[config.mk]
export PLATFORM = sky130hd
export DESIGN_NAME = gba_vram_drawer_arbiter
export DESIGN_NICKNAME = d
export VERILOG_FILES = /design/src/rtl/gba_vram_arb_pkg.sv /design/src/rtl/gba_arb_picker.sv /design/src/rtl/gba_vram_drawer_arbiter.sv
export SDC_FILE = /design/constraint.sdc
export NUM_CORES = 1
export LEC_CHECK = 0
export BUFFER_PORTS_ARGS = -buffer_cell sky130_fd_sc_hd__buf_2
export CAP_MARGIN = 10
export CORE_UTILIZATION = 49
export CTS_BUF_LIST = sky130_fd_sc_hd__clkbuf_4
export DETAILED_ROUTE_END_ITERATION = 8
export GPL_ROUTABILITY_DRIVEN = 0
export GPL_TIMING_DRIVEN = 0
export PLACE_DENSITY = 0.94
export SYNTH_ARGS = -nofsm -noshare
export SYNTH_HDL_FRONTEND = slang
export SYNTH_SLANG_ARGS = --single-unit
[constraint.sdc]
create_clock -name fclk -period 2.9 [get_ports fclk]
set_clock_uncertainty 0.15 [all_clocks]
set_input_delay 0.58 -clock fclk [delete_from_list [all_inputs] [get_ports fclk]]
set_output_delay 0.58 -clock fclk [all_outputs]
set_load 0.01 [all_outputs]
[src/rtl/gba_vram_arb_pkg.sv]
// Shared constants and types for the VRAM drawer arbiter.
// Client indices, default sizes and the in-flight read tag layout.
package gba_vram_arb_pkg;

  localparam int NUM_REQ_DEF = 5;
  localparam int VRAM_ADDR_W = 14;
  localparam int ARB_ID_W    = $clog2(NUM_REQ_DEF);

  localparam logic [ARB_ID_W-1:0] ARB_BG0 = ARB_ID_W'(0);
  localparam logic [ARB_ID_W-1:0] ARB_BG1 = ARB_ID_W'(1);
  localparam logic [ARB_ID_W-1:0] ARB_BG2 = ARB_ID_W'(2);
  localparam logic [ARB_ID_W-1:0] ARB_BG3 = ARB_ID_W'(3);
  localparam logic [ARB_ID_W-1:0] ARB_OBJ = ARB_ID_W'(4);

  // One entry per read slot, travels alongside the VRAM pipeline.
  typedef struct packed {
    logic                vld;
    logic [ARB_ID_W-1:0] id;
  } arb_tag_t;

endpackage

[src/rtl/gba_arb_picker.sv]
// Combinational client picker for the VRAM drawer arbiter.
// rotate=0: lowest eligible index wins. rotate=1: search starts at ptr
// and wraps, giving round-robin when ptr follows the last grant.
module gba_arb_picker
  import gba_vram_arb_pkg::*;
#(
  parameter int N    = NUM_REQ_DEF,
  parameter int ID_W = ARB_ID_W
) (
  input  logic [N-1:0]    eligible,
  input  logic [ID_W-1:0] ptr,
  input  logic            rotate,
  output logic            grant_valid,
  output logic [ID_W-1:0] grant_id
);

  // First eligible client in search order wins
  always_comb begin : pick_search
    int idx_v;
    idx_v       = 0;
    grant_valid = 1'b0;
    grant_id    = '0;
    for (int k = 0; k < N; k++) begin
      if (rotate) begin
        idx_v = int'(ptr) + k;
        if (idx_v >= N) begin
          idx_v = idx_v - N;
        end else begin
          idx_v = idx_v;
        end
      end else begin
        idx_v = k;
      end
      if (!grant_valid && eligible[idx_v]) begin
        grant_valid = 1'b1;
        grant_id    = ID_W'(idx_v);
      end else begin
        grant_valid = grant_valid;
      end
    end
  end

endmodule

[src/rtl/gba_vram_drawer_arbiter.sv]
// VRAM read-port arbiter shared by the BG0-3 and OBJ drawers.
// One read per cycle; each read carries a requester tag down a shift
// register aligned with the VRAM latency so the returned word is routed
// back with a one-cycle valid to the right client.
// Optional macro GBA_VRAMARB_RR_EN selects round-robin arbitration;
// without it arbitration is fixed priority (BG0 highest).
module gba_vram_drawer_arbiter
  import gba_vram_arb_pkg::*;
#(
  parameter int NUM_REQ    = NUM_REQ_DEF,
  parameter int ADDR_W     = VRAM_ADDR_W,
  parameter int RD_LATENCY = 2
) (
  input  logic                      fclk,
  input  logic                      reset,
  input  logic [NUM_REQ-1:0]        req,
  input  logic [NUM_REQ*ADDR_W-1:0] req_addr,
  output logic [NUM_REQ-1:0]        valid,
  output logic [31:0]               rdata,
  output logic                      mem_ce,
  output logic [ADDR_W-1:0]         mem_addr,
  input  logic [31:0]               mem_data,
  output logic                      busy
);

  localparam int ID_W = ARB_ID_W;

`ifdef GBA_VRAMARB_RR_EN
  localparam logic ROTATE = 1'b1;
`else
  localparam logic ROTATE = 1'b0;
`endif

  logic [NUM_REQ-1:0] pending_r;
  logic [NUM_REQ-1:0] valid_r;
  logic [31:0]        rdata_r;
  logic               mem_ce_r;
  logic [ADDR_W-1:0]  mem_addr_r;
  logic               busy_r;
  arb_tag_t           tag_pipe_r [RD_LATENCY];

  logic [NUM_REQ-1:0] eligible_s;
  logic [NUM_REQ-1:0] pending_nxt_s;
  logic [NUM_REQ-1:0] valid_nxt_s;
  logic [ADDR_W-1:0]  grant_addr_s;
  logic               grant_valid_s;
  logic [ID_W-1:0]    grant_id_s;
  logic [ID_W-1:0]    ptr_s;
  arb_tag_t           tail_s;
  arb_tag_t           push_s;

`ifdef GBA_VRAMARB_RR_EN
  logic [ID_W-1:0] ptr_r;

  // Round-robin pointer moves just past the client granted this cycle
  always_ff @(posedge fclk) begin
    if (reset) begin
      ptr_r <= '0;
    end else if (grant_valid_s) begin
      ptr_r <= (grant_id_s == ID_W'(NUM_REQ - 1)) ? ID_W'(0) : grant_id_s + ID_W'(1);
    end else begin
      ptr_r <= ptr_r;
    end
  end

  assign ptr_s = ptr_r;
`else
  assign ptr_s = '0;
`endif

  // A client whose data is on the bus this cycle still holds its old
  // address, so it is kept out of arbitration until the next cycle.
  assign eligible_s = req & ~pending_r & ~valid_r;
  assign tail_s     = tag_pipe_r[RD_LATENCY-1];

  gba_arb_picker #(
    .N    (NUM_REQ),
    .ID_W (ID_W)
  ) u_picker (
    .eligible    (eligible_s),
    .ptr         (ptr_s),
    .rotate      (ROTATE),
    .grant_valid (grant_valid_s),
    .grant_id    (grant_id_s)
  );

  // Next pending mask, return pulse, new tag and granted address
  always_comb begin
    pending_nxt_s = pending_r;
    valid_nxt_s   = '0;
    grant_addr_s  = req_addr[int'(grant_id_s)*ADDR_W +: ADDR_W];
    push_s.vld    = grant_valid_s;
    push_s.id     = grant_valid_s ? grant_id_s : ID_W'(0);
    if (tail_s.vld) begin
      pending_nxt_s[tail_s.id] = 1'b0;
      valid_nxt_s[tail_s.id]   = 1'b1;
    end else begin
      valid_nxt_s = '0;
    end
    // A granted client cannot also be returning: its pending bit was clear.
    if (grant_valid_s) begin
      pending_nxt_s[grant_id_s] = 1'b1;
    end else begin
      pending_nxt_s = pending_nxt_s;
    end
  end

  // Registered VRAM strobe, returns, pending state and tag pipeline
  always_ff @(posedge fclk) begin
    if (reset) begin
      pending_r  <= '0;
      valid_r    <= '0;
      rdata_r    <= 32'h0000_0000;
      mem_ce_r   <= 1'b0;
      mem_addr_r <= '0;
      busy_r     <= 1'b0;
      for (int k = 0; k < RD_LATENCY; k++) begin
        tag_pipe_r[k] <= '0;
      end
    end else begin
      pending_r  <= pending_nxt_s;
      valid_r    <= valid_nxt_s;
      busy_r     <= |pending_nxt_s;
      rdata_r    <= tail_s.vld ? mem_data : rdata_r;
      mem_ce_r   <= grant_valid_s;
      mem_addr_r <= grant_valid_s ? grant_addr_s : mem_addr_r;
      tag_pipe_r[0] <= push_s;
      for (int k = 1; k < RD_LATENCY; k++) begin
        tag_pipe_r[k] <= tag_pipe_r[k-1];
      end
    end
  end

  assign valid    = valid_r;
  assign rdata    = rdata_r;
  assign mem_ce   = mem_ce_r;
  assign mem_addr = mem_addr_r;
  assign busy     = busy_r;

endmodule

# Word level (Yosys, flattened, before mapping)
# Memories as Yosys holds them, arrays and structs flattened.
# Index checks and enable logic that the tools add are counted.
# Widths: inputs -> output; s select.
word_totals:
  reg_bits: 58
  latchBits: 0
  ramBits: 8
  romBits: 0
  input_bits: 109
  output_inout_bits: 53
  memories: 1
mem_list:
  columns: ["name", "words", "width", "rd", "rd_ports_with_merged_regs", "write_ports", "line", "rtl"]
  rows:
  - ["tag_pipe_r", 2, 4, 2, 0, 2, "gba_vram_drawer_arbiter.sv:40", "arb_tag_t tag_pipe_r [RD_LATENCY];"]
classes:
  n_addsub: 0
  multipliers: 1
  div_mod_pow: 0
  magnitude_cmp: 4
  eq_ne: 0
  n_shift: 1
  muxes: 21
  n_bitwise: 10
  reduce_logical: 12
ops:
  columns: ["cell", "n"]
  rows:
  - ["$shiftx 70x8->14", 1]
  - ["$and 5x5->5", 3]
  - ["$not 5->5", 3]
  - ["$mux 1", 11]
  - ["$mux 5", 2]
  - ["$lt 3x4->1 const B", 2]
  - ["$mux 4", 2]
  - ["$demux 1 s3", 2]
  - ["$ge 3x1->1 const B", 2]
  - ["$logic_and 1x1->1", 6]
  - ["$mul 3x3->6 const B", 1]
  - ["$mux 3", 2]
  - ["$or 5x5->5", 1]
  - ["$reduce_or 5->1", 1]
  - ["$logic_not 1->1", 4]
  - ["$mux 2", 2]
  - ["$or 1x1->1", 2]
  - ["$reduce_or 2->1", 1]
  - ["$not 1->1", 1]

# Depth between registers and ports, before layout
depth:
  depth_word: 23
  ltp_mapped: 7
  mapped_depth_nobuf: 5

# Modules after synthesis
# From an unflattened synthesis, not the netlist that was laid out.
unflattened:
  hier_cells: 415
  area_unflattened_um2: 4003.8
modules_own_cells:
  columns: ["module", "n_inst", "cells_per_inst", "area_per_inst_um2"]
  rows:
  - ["gba_vram_drawer_arbiter", 1, 253, 2854.0]
  - ["gba_arb_picker", 1, 162, 1149.9]

# Worst setup path after synthesis
# OpenSTA, ideal clock, no wires.
synth_path:
  kind: "input to register"
  startpoint: "in req[0]"
  endpoint: "reg mem_addr_r[5] (netlist: mem_addr[5])"
  arrival_ns: 1.779
  required_ns: 2.633
  path_slack_ns: 0.855
  cell_stages: 7
  cell_sequence: "or3b_1 -> buf_2 -> nand2_4 -> nor3_4 -> nor3b_2 -> buf_6 -> a22o_1"
synth_via:
  elab_chain_cells: 17
  elab_cells_between_ends: 21
  classes_between: "1 x mul; 1 x shift; 9 x mux; 2 x bitwise; 8 x reduce/logical"
synth_lines:
  columns: ["element", "line", "rtl"]
  rows:
  - ["start, declared", "gba_vram_drawer_arbiter.sv:16", "input logic [NUM_REQ-1:0] req,"]
  - ["$and 5x5->5 (*) (2 in a row)", "gba_vram_drawer_arbiter.sv:73", "assign eligible_s = req & ~pending_r & ~valid_r;"]
  - ["$mux 1 (*)", "gba_arb_picker.sv:34", "if (!grant_valid && eligible[idx_v]) begin"]
  - ["$logic_not 1->1", "gba_arb_picker.sv:34", null]
  - ["$logic_and 1x1->1", "gba_arb_picker.sv:34", null]
  - ["$mux 1", "gba_arb_picker.sv:34", null]
  - ["$logic_not 1->1", "gba_arb_picker.sv:34", null]
  - ["$logic_and 1x1->1", "gba_arb_picker.sv:34", null]
  - ["$mux 1", "gba_arb_picker.sv:34", null]
  - ["$logic_not 1->1", "gba_arb_picker.sv:34", null]
  - ["$logic_and 1x1->1", "gba_arb_picker.sv:34", null]
  - ["$mux 1", "gba_arb_picker.sv:34", null]
  - ["$logic_not 1->1", "gba_arb_picker.sv:34", null]
  - ["$logic_and 1x1->1", "gba_arb_picker.sv:34", null]
  - ["$mux 3", "gba_arb_picker.sv:34", null]
  - ["$mul 3x3->6", "gba_vram_drawer_arbiter.sv:91", "grant_addr_s = req_addr[int'(grant_id_s)*ADDR_W +: ADDR_W];"]
  - ["$shiftx 70x8->14", "gba_vram_drawer_arbiter.sv:91", null]
  - ["end signal, assigned", "gba_vram_drawer_arbiter.sv:126", "mem_addr_r <= grant_valid_s ? grant_addr_s : mem_addr_r;"]
  - ["end, declared", "gba_vram_drawer_arbiter.sv:38", "logic [ADDR_W-1:0] mem_addr_r;"]
# Every way passes the cells marked *; elsewhere a longest branch is shown, timed or not.
# A chain may end at the register's enable or synchronous reset.

# Worst setup path after layout
layout_path:
  startpoint: "reg valid_r[0] (netlist: valid[0])"
  endpoint: "reg mem_addr_r[8] (netlist: mem_addr[8])"
layout_via:
  elab_chain_cells: 17
  elab_cells_between_ends: 21
  classes_between: "1 x mul; 1 x shift; 9 x mux; 2 x bitwise; 8 x reduce/logical"
layout_lines:
  columns: ["element", "line", "rtl"]
  rows:
  - ["start, declared", "gba_vram_drawer_arbiter.sv:35", "logic [NUM_REQ-1:0] valid_r;"]
  - ["start signal, assigned", "gba_vram_drawer_arbiter.sv:122", "valid_r <= valid_nxt_s;"]
  - ["$not 5->5 (*)", "gba_vram_drawer_arbiter.sv:73", null]
  - ["$and 5x5->5 (*)", "gba_vram_drawer_arbiter.sv:73", null]
  - ["$mux 1 (*)", "gba_arb_picker.sv:34", null]
  - ["$logic_not 1->1", "gba_arb_picker.sv:34", null]
  - ["$logic_and 1x1->1", "gba_arb_picker.sv:34", null]
  - ["$mux 1", "gba_arb_picker.sv:34", null]
  - ["$logic_not 1->1", "gba_arb_picker.sv:34", null]
  - ["$logic_and 1x1->1", "gba_arb_picker.sv:34", null]
  - ["$mux 1", "gba_arb_picker.sv:34", null]
  - ["$logic_not 1->1", "gba_arb_picker.sv:34", null]
  - ["$logic_and 1x1->1", "gba_arb_picker.sv:34", null]
  - ["$mux 1", "gba_arb_picker.sv:34", null]
  - ["$logic_not 1->1", "gba_arb_picker.sv:34", null]
  - ["$logic_and 1x1->1", "gba_arb_picker.sv:34", null]
  - ["$mux 3", "gba_arb_picker.sv:34", null]
  - ["$mul 3x3->6", "gba_vram_drawer_arbiter.sv:91", null]
  - ["$shiftx 70x8->14", "gba_vram_drawer_arbiter.sv:91", null]
# Marks and branches as above.

==> metrics.cfg <==
[synth]
ys_seq_elements=65
synth.area.mux_share_pct=11.24
synth-adder-area-share_pct=0
synth_top_family_by_area=compound AO/OA/AOI/OAI gates
synth_area_um2=2938
synth_compound_area_share_pct=20.19
synth-simple-area-share_pct=18.57
synthXorXnorAreaFrac_pct=0
synth_cell_type_count=32
syn_avg_cell_area_um2=9.601
ys_seq_area_share_pct=44.29
yosysWarnings=0
syn-num-nets=415
synthCells=306

[clock_tree]
cts_sinks=65
cts_made_buffers=9
cts_hold_buf=0
cts.clk_slew.worst_paths_ps=120
post_cts_resized=0
clock_path_buffers=2
cts_root_buffer=clkbuf_4
insertion_delay_ps=410
cts_tree=done
cts_setup_buffers=0
htreeDepth=3

[power_and_ir_drop]
power_leakage_nw=1.916
powerDensity_nw_per_um2=526.9
fin_total_pwr_w=0.002096
max-vdd-ir-drop_mv=0.5154

[sta]
final-max-slew-violation-count=0
fin_hold_ws_ps=234.6
setup_viol=0
period_needed_ps=2105
hold_viol=0
worst_pin_slew_ps=556.7
relSlewSlack_pct=62.85
period_share_pct=72.58
setup_tns_ps=0
fmax_ghz=0.4751
rsz0062_at_grt=false

[layout]
drive_gt1_share_pct=42.03
final_cell_mix=buf_2, dfxtp_1, nor2_1, mux2i_1, a21oi_1
num_antenna_cells=0
fin_util_pct=70.50
final_common_cell=buf_2
nets=587
area_growth_pct=35.39

[die]
initial_core_util_pct=52.07
boundaryPins=162
coreArea_um2=5642
die-area_um2=6309
rows=27
die-width_um=79.43
die_y_um=79.43

[place]
dp_hpwl_mm=6.477
port_buffers=161

[worst_setup_path]
critPathMaxStageDelay_ps=410
crit_path_start=valid[0]
ff2ff_setup_slack_ps=800
cp_cell_sequence=or3b_1 > buf_2 > nand2_4 > nor3_4 > nor3b_2 > buf_6 > a22o_1
cp_slowest_cell=nor3b_2
end_kind=flip-flop
criticalPathCategory=flip-flop to flip-flop
crit_arrival_ps=2310
critPathRequiredTime_ps=3110
critPathMaxFanout=10
timing.rr.end=mem_addr[8]
cp-start-kind=flip-flop
reg2reg_depth=7
r2r_start=valid[0]
crit_end=mem_addr[8]

[worst_hold_path]
hp-class=input port to flip-flop

[grt]
grt_pass1_wl_mm=13.54
antenna_found_initial=0
gr-usage-all-layers_pct=27.91
first_global_vias=2918
grt_overflow_total=0
grt_max_degree=14

[drt]
drt_wl_total_mm=8.470
vias=3019
dr.pass1.iters=4
final_antenna_net_count=0
viasPerCell=5.440
drtIter0Drc=134
wl_per_cell_um=15.26
drc=0

[outcome]
status=finished clean

[run]
drv_cap=0

worst max-delay path: cells and delay by family (launching register included):
| family | cells | cell delay (ps) |
|---|---|---|
| and+or+nand+nor | 4 | 980 |
| DFF | 1 | 370 |
| AOI/OAI and AO/OA | 1 | 150 |
| buffers and inverters | 2 | 400 |
cell usage after synthesis (all sizes together):
cell type  instances  area share, %
a221o             13            4.4
buf               15            4.7
mux2i             33             11
a32oi              1           0.30
nor3               5            1.2
a21oi             31            5.3
a211oi            15            3.8
or3b               4            1.2
nor3b             11            4.3
o31ai              1           0.43
dfxtp             65             44
nor2b              5            1.1
a22o              13            3.9
a22oi              2           0.51
clkbuf             8            1.0
nand3b             1           0.26
nand2             19            2.9
and3               1           0.21
o22ai              1           0.21
nor2              53            7.0
o21ai              6            1.0
nand3              2           0.34
a41oi              1           0.30
flip-flops by register name, indices dropped and copies added (netlist names):
name,count
mem_addr,14
valid,5
busy,1
rdata,32
pending_r,5
tag_pipe_r,8
final cells by class:
type                    instances  area, µm²
fillers                       454       1664
multi-input cells             218       1469
flip-flops and latches         65       1301
repair buffers                161      805.8
plain buffers                  23      167.7
well taps                      72      90.09
clock inverters                 7      76.32
clock buffers                   9      67.56
power breakdown:
part	total, W	leakage (nW)	internal, W	switching [W]
clock network	0.000630	0.0729	0.000268	0.000362
registers	0.000990	0.534	0.000955	0.0000353
logic	0.000476	1.31	0.000231	0.000245
total	0.00210	1.92	0.00145	0.000642
per-layer routing:
layer  global-route usage, %  wire length [µm]  vias up  share of wire [%]
met5                       0                 0        -                  0
met4                   14.00               251        0                3.0
met3                   5.143               483       22                5.7
met2                   48.89              4261      134                 50
met1                   32.26              3474     1403                 41
li1                        -                 -     1460                  -
logic make-up after synthesis:
kind of cell	after synthesis
AO/OA/AOI/OAI	84
flip-flops	65
AND/OR/NAND/NOR	101
buffers and inverters	23
multiplexers	33
metrics by stage:
step	instance area (µm²)	setup WS [ps]	cells
2_1_floorplan	2938	854.5	306
3_3_place_gp	3834	572.4	539
3_5_place_dp	3834	489.3	539
4_1_cts	3978	837.9	555
5_1_grt	3978	664.4	555
6_report	3978	795.3	555
worst min path at each step:
stage / start / endpoint / slack, ps / depth (start not counted)
after floorplan: tag_pipe_r[0][0] / tag_pipe_r[0][4] / 260 / 1
after global placement: tag_pipe_r[0][0] / tag_pipe_r[0][4] / 270 / 1
after detailed placement: tag_pipe_r[0][0] / tag_pipe_r[0][4] / 280 / 1
after CTS: mem_data[23] / rdata[23] / 220 / 3
after global routing: mem_data[6] / rdata[6] / 240 / 3
final: mem_data[23] / rdata[23] / 230 / 3
Power figures use the tool's default switching activity.
